<file path="src/rtl/bus_control_sequencer_if.sv">
// Bus-control interface for the Mini SRC control sequencer.
// Groups the instruction/memory-status inputs with every control strobe the
// sequencer drives into the datapath.
//   ir       : instruction register contents (op, Ra, Rb, Rc fields)
//   mem_rdy  : memory read data valid
//   stop     : halt request
//   bus_sel  : one-hot bus source select (R0..R15, HI, LO, Zhigh, Zlow, PC, MDR, InPort, C)
//   r_in     : one-hot register-file load enable
//   pc_in .. lo_in : single-bit load/strobe enables
//   alu_op   : ALU function, meaningful while z_in=1
//   running  : sequencer is executing (not in RST/HALT)
//   err      : sticky memory-timeout flag
//   state    : debug view of the sequencer state
// Modports: master = the sequencer, slave = the datapath / environment.
interface bus_control_sequencer_if;
    logic [31:0] ir;
    logic        mem_rdy;
    logic        stop;
    logic [23:0] bus_sel;
    logic [15:0] r_in;
    logic        pc_in;
    logic        inc_pc;
    logic        mar_in;
    logic        mdr_in;
    logic        mem_rd;
    logic        ir_in;
    logic        y_in;
    logic        z_in;
    logic        hi_in;
    logic        lo_in;
    logic [4:0]  alu_op;
    logic        running;
    logic        err;
    logic [3:0]  state;

    modport master (
        input  ir, mem_rdy, stop,
        output bus_sel, r_in, pc_in, inc_pc, mar_in, mdr_in, mem_rd, ir_in,
               y_in, z_in, hi_in, lo_in, alu_op, running, err, state
    );

    modport slave (
        output ir, mem_rdy, stop,
        input  bus_sel, r_in, pc_in, inc_pc, mar_in, mdr_in, mem_rd, ir_in,
               y_in, z_in, hi_in, lo_in, alu_op, running, err, state
    );
endinterface

</file>
<file path="src/rtl/bus_control_sequencer.sv">
// Moore control sequencer for the single shared 32-bit bus of the Mini SRC CPU.
// Fetches an instruction (T0-T2), decodes it in T3 and executes R-type ALU,
// immediate ALU and mul/div instructions in T4-T6; nop and halt finish in T3.
// Ports:
//   clock : rising-edge clock
//   clear : asynchronous active-high reset
//   bus   : bus_control_sequencer_if.master (instruction/memory inputs, control outputs)
// Parameter MEM_TIMEOUT: number of T1 cycles allowed without mem_rdy before
// the sequencer halts with err set.
module bus_control_sequencer #(
    parameter int MEM_TIMEOUT = 255
) (
    input  logic                      clock,
    input  logic                      clear,
    bus_control_sequencer_if.master   bus
);

    typedef enum logic [3:0] {
        S_RST, S_T0, S_T1, S_T2, S_T3, S_T4, S_T5, S_T6, S_HALT
    } state_t;

    localparam logic [4:0] OP_ADD  = 5'd0;
    localparam logic [4:0] OP_HALT = 5'd27;
    localparam logic [7:0] TMO_LAST = 8'(MEM_TIMEOUT - 1);

    state_t     state, state_next;
    logic [7:0] t1_cnt;
    logic       err_q;
    logic [4:0] op_q;
    logic [3:0] ra_q, rc_q;

    logic [4:0] ir_op;
    logic [3:0] ir_ra, ir_rb, ir_rc;
    logic       unused_ir;
    logic       t1_expire;

    logic [23:0] bus_sel;
    logic [15:0] r_in;
    logic        pc_in, inc_pc, mar_in, mdr_in, mem_rd, ir_in, y_in, z_in, hi_in, lo_in;
    logic [4:0]  alu_op;

    assign ir_op     = bus.ir[31:27];
    assign ir_ra     = bus.ir[26:23];
    assign ir_rb     = bus.ir[22:19];
    assign ir_rc     = bus.ir[18:15];
    assign unused_ir = ^bus.ir[14:0];

    // Last allowed T1 cycle without data: leave for HALT instead of waiting again.
    assign t1_expire = (state == S_T1) && !bus.mem_rdy && (t1_cnt == TMO_LAST);

    always_ff @(posedge clock or posedge clear) begin
        if (clear) begin
            state  <= S_RST;
            t1_cnt <= '0;
            err_q  <= 1'b0;
            op_q   <= '0;
            ra_q   <= '0;
            rc_q   <= '0;
        end else begin
            state <= state_next;
            // Counts T1 cycles of the current fetch; zero outside T1.
            if (state == S_T1) t1_cnt <= t1_cnt + 8'd1;
            else               t1_cnt <= '0;
            if (t1_expire) err_q <= 1'b1;
            // The fields are captured at the end of T3 so T4-T6 do not depend on ir.
            if (state == S_T3) begin
                op_q <= ir_op;
                ra_q <= ir_ra;
                rc_q <= ir_rc;
            end
        end
    end

    always_comb begin
        state_next = state;
        bus_sel    = '0;
        r_in       = '0;
        pc_in      = 1'b0;
        inc_pc     = 1'b0;
        mar_in     = 1'b0;
        mdr_in     = 1'b0;
        mem_rd     = 1'b0;
        ir_in      = 1'b0;
        y_in       = 1'b0;
        z_in       = 1'b0;
        hi_in      = 1'b0;
        lo_in      = 1'b0;
        alu_op     = '0;
        case (state)
            S_RST: state_next = S_T0;
            S_T0: begin
                // MAR <- PC and Z <- PC + 1 in the same cycle.
                bus_sel[20] = 1'b1;
                mar_in      = 1'b1;
                inc_pc      = 1'b1;
                z_in        = 1'b1;
                alu_op      = OP_ADD;
                state_next  = bus.stop ? S_HALT : S_T1;
            end
            S_T1: begin
                bus_sel[19] = 1'b1;
                pc_in       = (t1_cnt == 8'd0);
                mem_rd      = 1'b1;
                mdr_in      = 1'b1;
                if (bus.mem_rdy)    state_next = S_T2;
                else if (t1_expire) state_next = S_HALT;
            end
            S_T2: begin
                bus_sel[21] = 1'b1;
                ir_in       = 1'b1;
                state_next  = S_T3;
            end
            S_T3: begin
                if (ir_op <= 5'd16) begin
                    bus_sel[ir_rb] = 1'b1;
                    y_in           = 1'b1;
                    state_next     = S_T4;
                end else if (ir_op == OP_HALT) begin
                    state_next = S_HALT;
                end else begin
                    state_next = S_T0;
                end
            end
            S_T4: begin
                z_in   = 1'b1;
                alu_op = op_q;
                // Immediate forms take the C constant instead of Rc.
                if (op_q >= 5'd12 && op_q <= 5'd14) bus_sel[23]   = 1'b1;
                else                                 bus_sel[rc_q] = 1'b1;
                state_next = S_T5;
            end
            S_T5: begin
                bus_sel[19] = 1'b1;
                if (op_q <= 5'd14) begin
                    r_in[ra_q] = 1'b1;
                    state_next = S_T0;
                end else begin
                    lo_in      = 1'b1;
                    state_next = S_T6;
                end
            end
            S_T6: begin
                bus_sel[18] = 1'b1;
                hi_in       = 1'b1;
                state_next  = S_T0;
            end
            S_HALT:  state_next = S_HALT;
            default: state_next = S_RST;
        endcase
    end

    assign bus.bus_sel = bus_sel;
    assign bus.r_in    = r_in;
    assign bus.pc_in   = pc_in;
    assign bus.inc_pc  = inc_pc;
    assign bus.mar_in  = mar_in;
    assign bus.mdr_in  = mdr_in;
    assign bus.mem_rd  = mem_rd;
    assign bus.ir_in   = ir_in;
    assign bus.y_in    = y_in;
    assign bus.z_in    = z_in;
    assign bus.hi_in   = hi_in;
    assign bus.lo_in   = lo_in;
    assign bus.alu_op  = alu_op;
    assign bus.running = (state != S_RST) && (state != S_HALT);
    assign bus.err     = err_q;
    assign bus.state   = state;

endmodule

</file>
<file path="src/flat_wrapper.sv">
// flat-port wrapper written by rule: the top's interface ports become plain ports
module bus_control_sequencer_flat 
#(
    parameter int MEM_TIMEOUT = 255
)
  (clock, clear, bus_ir, bus_mem_rdy, bus_stop, bus_bus_sel, bus_r_in, bus_pc_in, bus_inc_pc, bus_mar_in, bus_mdr_in, bus_mem_rd, bus_ir_in, bus_y_in, bus_z_in, bus_hi_in, bus_lo_in, bus_alu_op, bus_running, bus_err, bus_state);
  bus_control_sequencer_if bus_i ();
  input  logic clock;
  input  logic clear;
  input wire logic [$bits(bus_i.ir)-1:0] bus_ir;
  input wire logic [$bits(bus_i.mem_rdy)-1:0] bus_mem_rdy;
  input wire logic [$bits(bus_i.stop)-1:0] bus_stop;
  output wire logic [$bits(bus_i.bus_sel)-1:0] bus_bus_sel;
  output wire logic [$bits(bus_i.r_in)-1:0] bus_r_in;
  output wire logic [$bits(bus_i.pc_in)-1:0] bus_pc_in;
  output wire logic [$bits(bus_i.inc_pc)-1:0] bus_inc_pc;
  output wire logic [$bits(bus_i.mar_in)-1:0] bus_mar_in;
  output wire logic [$bits(bus_i.mdr_in)-1:0] bus_mdr_in;
  output wire logic [$bits(bus_i.mem_rd)-1:0] bus_mem_rd;
  output wire logic [$bits(bus_i.ir_in)-1:0] bus_ir_in;
  output wire logic [$bits(bus_i.y_in)-1:0] bus_y_in;
  output wire logic [$bits(bus_i.z_in)-1:0] bus_z_in;
  output wire logic [$bits(bus_i.hi_in)-1:0] bus_hi_in;
  output wire logic [$bits(bus_i.lo_in)-1:0] bus_lo_in;
  output wire logic [$bits(bus_i.alu_op)-1:0] bus_alu_op;
  output wire logic [$bits(bus_i.running)-1:0] bus_running;
  output wire logic [$bits(bus_i.err)-1:0] bus_err;
  output wire logic [$bits(bus_i.state)-1:0] bus_state;
  assign bus_i.ir = bus_ir;
  assign bus_i.mem_rdy = bus_mem_rdy;
  assign bus_i.stop = bus_stop;
  assign bus_bus_sel = bus_i.bus_sel;
  assign bus_r_in = bus_i.r_in;
  assign bus_pc_in = bus_i.pc_in;
  assign bus_inc_pc = bus_i.inc_pc;
  assign bus_mar_in = bus_i.mar_in;
  assign bus_mdr_in = bus_i.mdr_in;
  assign bus_mem_rd = bus_i.mem_rd;
  assign bus_ir_in = bus_i.ir_in;
  assign bus_y_in = bus_i.y_in;
  assign bus_z_in = bus_i.z_in;
  assign bus_hi_in = bus_i.hi_in;
  assign bus_lo_in = bus_i.lo_in;
  assign bus_alu_op = bus_i.alu_op;
  assign bus_running = bus_i.running;
  assign bus_err = bus_i.err;
  assign bus_state = bus_i.state;
  bus_control_sequencer #(.MEM_TIMEOUT(MEM_TIMEOUT)) u_core (.clock(clock), .clear(clear), .bus(bus_i));
endmodule
</file>
<file path="config.mk">
export PLATFORM = sky130hd
export DESIGN_NAME = bus_control_sequencer_flat
export DESIGN_NICKNAME = d
export VERILOG_FILES = /design/src/rtl/bus_control_sequencer_if.sv /design/src/rtl/bus_control_sequencer.sv /design/src/flat_wrapper.sv
export SDC_FILE = /design/constraint.sdc
export NUM_CORES = 1
export LEC_CHECK = 0
export ABC_AREA = 1
export CELL_PAD_IN_SITES_DETAIL_PLACEMENT = 0
export CELL_PAD_IN_SITES_GLOBAL_PLACEMENT = 1
export CORE_UTILIZATION = 29
export CTS_CLUSTER_DIAMETER = 100
export DETAILED_ROUTE_END_ITERATION = 16
export PLACE_DENSITY_LB_ADDON = 0.2
export SETUP_SLACK_MARGIN = 0.4
export SYNTH_ARGS = -nofsm -noshare
export SYNTH_HDL_FRONTEND = slang
export SYNTH_SLANG_ARGS = --single-unit
</file>
<file path="constraint.sdc">
create_clock -name clock -period 3.16 [get_ports clock]
set_input_delay 0.79 -clock clock [delete_from_list [all_inputs] [get_ports clock]]
set_output_delay 0.79 -clock clock [all_outputs]
set_load 0.005 [all_outputs]
</file>
## After elaboration in Yosys (flattened, before gate mapping)

Index checks and enable logic that the tools add are counted.

| storage, ports and cells | value |
|---|---|
| register bits | 26 |
| input port bits | 36 |
| output and inout port bits | 61 |
| word-level logic and storage cells | 78 |

| cells by class | value |
|---|---|
| add/subtract/negate cells | 1 |
| $lt $le $gt $ge | 9 |
| equality and inequality tests | 12 |
| multiplexer cells | 36 |
| reduce and logical (&&, ||, !) cells | 14 |

Operators with widths:

| cell | count |
|---|---|
| $mux 16 | 4 |
| $pmux 16 s2 | 1 |
| $pmux 4 s8 | 1 |
| $mux 4 | 5 |
| $eq 4x3->1 const B | 4 |
| $mux 1 | 14 |
| $demux 1 s4 | 3 |
| $ge 4x1->1 const B | 3 |
| $lt 4x6->1 const B | 2 |
| $pmux 1 s3 | 4 |
| $add 8x1->8 const B | 1 |
| $eq 4x2->1 const B | 2 |
| $eq 8x8->1 const B | 1 |
| $logic_not 8->1 | 1 |
| $mux 8 | 1 |
| $logic_and 1x1->1 | 7 |
| $reduce_or 2->1 | 3 |
| $eq 5x5->1 const B | 1 |
| $ge 5x4->1 const B | 1 |
| $le 5x4->1 const B | 1 |
| $le 5x5->1 const B | 1 |
| $lt 4x5->1 const B | 1 |
| $mux 5 | 1 |
| $eq 4x1->1 const B | 1 |
| 8 further kinds | 8 |

## Longest topological paths before layout

| depth | value |
|---|---|
| depth after elaboration | 6 |
| gate-level depth with buffers | 8 |
| gate-level depth less buffers | 8 |

## Worst setup path after synthesis

OpenSTA, ideal clock, no wires.

| path | value |
|---|---|
| kind | input to output |
| start | in bus_ir[29] |
| end | out bus_bus_sel[11] |
| arrival time | 1.405 ns |
| required time | 2.370 ns |
| path slack | 0.965 ns |
| stages | 6 |
| buffers on the path | 1 |
| cells stage by stage | nor2_1 nand3_1 nand2_1 nand2_4 buf_6 o21ai_2 |

| on the way | value |
|---|---|
| cells in the longest elaborated chain, start to end | 3 |

RTL lines:

| element | RTL line | RTL |
|---|---|---|
| start: declaration | flat_wrapper.sv:10 | `input wire logic [$bits(bus_i.ir)-1:0] bus_ir;` |
| $le 5x5->1 | bus_control_sequencer.sv:114 | `if (ir_op <= 5'd16) begin` |
| $mux 16 | bus_control_sequencer.sv:114 |  |
| $pmux 16 s2 | bus_control_sequencer.sv:89 | `case (state)` |
| end: declaration | flat_wrapper.sv:13 | `output wire logic [$bits(bus_i.bus_sel)-1:0] bus_bus_sel;` |

Every way passes these cells.

## Worst setup path after layout

Same ends and word-level chain as after synthesis.

==> results.toml <==
[run_status]
status = "finished with violations"
violations = "design-rule violations"

[finish]
layout-drive-gt1-share_pct = 19.1
multi_input_area_um2 = 1170
n_antenna_cell = 0
fillers = 679
areaGrowthSynthToFinish_pct = 53.1
final_nets = 437
finalInstanceArea_um2 = 3050
final_cells = 474
ff_latch_area_um2 = 654

[sta]
timing.fmax_mhz = 372
hold_viol = 0
setup_viol = 0
fin_crit_ns = 2.69
worst_slack_ns = 0.468
maxSlewViolCount = 0
fin_skew_ns = 0.00831
rsz0062_at_grt = "true"
fin_crit_sh_pct = 85.2
fin_hold_ws_ns = 0.475

[global_routing]
grt_use_total_pct = 15.5
grt_overflow = 0
antenna_found_initial = 0
grt_pass1_wl_um = 9210
grt_start_max_net_pins = 27
grt_pass1_vias = 2100

[routing]
wire_per_inst_um = 11.5
routed_wl_um = 5450
vias = 2131
first_iter_violations = 87
first_pass_iters = 10
ant_nets = 0
viasPerCell = 4.50
drc_errors = 6

[critical_path]
critPathLaunch = "bus_ir[29]"
critPathCapture = "bus_bus_sel[11]"
rr_endpoint = "u_core.bus.state[2]"
crit_path_start_kind = "input port"
crit_required_ns = 2.37
cp_data_arrival_time_ns = 1.90
criticalPathCategory = "input port to output port"
crit_fanout = 6
r2r_cells = 9
timing.rr.start = "u_core.bus.state[2]"
reg2reg_slack_ns = 1.79
cp-end-kind = "output port"

[synth]
syn_area_per_cell_um2 = 6.45
ys_types = 26
ys_ff_latch = 26
synth_most_common_cell = "nand2_1"
ys.warnings.count = 0
syn_inst = 309
syn-cell-area_um2 = 1990
yosys.area.top_type = "dfrtp_1"
ys_top_cells_by_area = "dfrtp_1 33%, nand2_1 15%, nor2_1 11%"
synth-edff-count = 0
synth_commonest_cells = "80 x nand2_1, 59 x nor2_1, 47 x inv_1"
ys.flop_type = "dfrtp_1"
seq_area_frac_synth_pct = 32.6
async_flop_share_pct = 100
synth_top_area_share_pct = 32.6

[clock_network]
ctsRootBufferMaster = "clkbuf_8"
cts_tree = "done"
cts_inserted_buffers = 3
cts_max_path_buffers = 2
ctsHoldBuffers = 0
clock_sinks = 26
clk_latency_ns = 0.27
clkTransAtPathRegs_ns = 0.10
h-tree-depth = 1

[die]
boundaryPins = 97
die_h_um = 84.9
placementRows = 29
start_util_pct = 30.7
fp.dieW_um = 84.9
coreArea_um2 = 6490
die_area_um2 = 7210

[place]
pre_cts_ws_ns = -0.00406
io_buffers = 78
postPlaceCellArea_um2 = 2830
dpl.cell_count = 459
place_hpwl_um = 4270
place.gp.congestion = 0.764

[run]
maxCapViolCount = 0

[pwr]
power.total_w = 0.00175
irDropWorstVdd_mv = 0.220
power_per_cell_area_nw_per_um2 = 574
leakagePower_nw = 1.47

[worst_hold_path]
hold_class = "flip-flop to flip-flop"
==> final cells by class <==
type | count | area share, %
Clock buffer | 3 | 1.35
Clock inverter | 1 | 0.983
Inverter | 50 | 6.39
Multi-Input combinational cell | 225 | 38.3
Sequential cell | 26 | 21.4
Tap cell | 77 | 3.15
Timing Repair Buffer | 92 | 28.4
==> state kept, by name, indices dropped and copies added, names as in the netlist <==
name              count
u_core.op_q           5
u_core.ra_q           4
u_core.bus.state      4
u_core.t1_cnt         8
u_core.rc_q           4
u_core.bus.err        1
==> kinds of logic (layout without fill, tap and decap cells) <==
kind of cell | after synthesis | count (layout) | share of synthesized area, %
other | 1 | 3 | 0.188
buffers and inverters | 61 | 146 | 13.7
DFF | 26 | 26 | 32.6
and+or+nand+nor | 180 | 181 | 40.0
AOI/OAI and AO/OA | 38 | 38 | 11.5
adders and majority gates | 3 | 3 | 1.88
==> layout by cell type, fill, tap and decap left out, drive strengths merged <==
cell / count
o31ai: 1
bufinv: 1
nand2: 85
o21ai: 31
dlygate4sd2: 13
conb: 3
clkdlybuf4s50: 50
nor2: 64
dlymetal6s2s: 5
nor3: 5
inv: 50
buf: 18
clkdlybuf4s15: 5
clkbuf: 4
ha: 3
nand3b: 2
nand3: 18
dfrtp: 26
a21oi: 6
nand4: 7
==> report_power, final <==
part	leakage [nW]	switching, W	internal (W)
Clock	0.0357	0.000106	0.000169
Sequential	0.325	0.000115	0.000449
Combinational	1.11	0.000529	0.000386
==> per-stage QoR <==
step / setup TNS (ns) / utilization, %
6_report: 0 / 47.0
5_1_grt: 0 / 47.0
4_1_cts: 0 / 45.8
3_5_place_dp: -0.00406 / 43.5
3_3_place_gp: 0 / 43.5
2_1_floorplan: 0 / -
==> metal layers <==
metal | up-vias | global-route usage (%) | routed length (µm)
met3 | 6 | 1.75 | 261
met1 | 932 | 20.4 | 2650
met4 | 0 | 4.47 | 62
li1 | 1131 | - | -
met2 | 62 | 27.1 | 2480
met5 | - | 0 | 0
==> timing repair <==
item | CTS | global route
gates cloned | 1 | 0
endpoints found under the setup margin | 33 | 33
buffers inserted | 8 | 2
pin swaps | 10 | 9
resized for setup | 53 | 33
==> critical path: stages <==
cell	delay (ns)
dlygate4sd2_1	0.25
nor2_2	0.11
nand3_2	0.08
nand2_4	0.10
nand2_4	0.09
buf_4	0.15
o21ai_2	0.09
dlygate4sd2_1	0.24
==> worst min-delay path by stage <==
stage,cells after the start,end,from,slack [ns]
after floorplan,1,u_core.t1_cnt[0],u_core.t1_cnt[0],0.45
after CTS,2,u_core.bus.err,u_core.bus.err,0.48
after detailed placement,2,u_core.bus.err,u_core.bus.err,0.46
final,2,u_core.bus.err,u_core.bus.err,0.47
after global routing,1,u_core.t1_cnt[0],u_core.t1_cnt[0],0.53
after global placement,2,u_core.bus.err,u_core.bus.err,0.46
(Power assumes the default switching activity.)
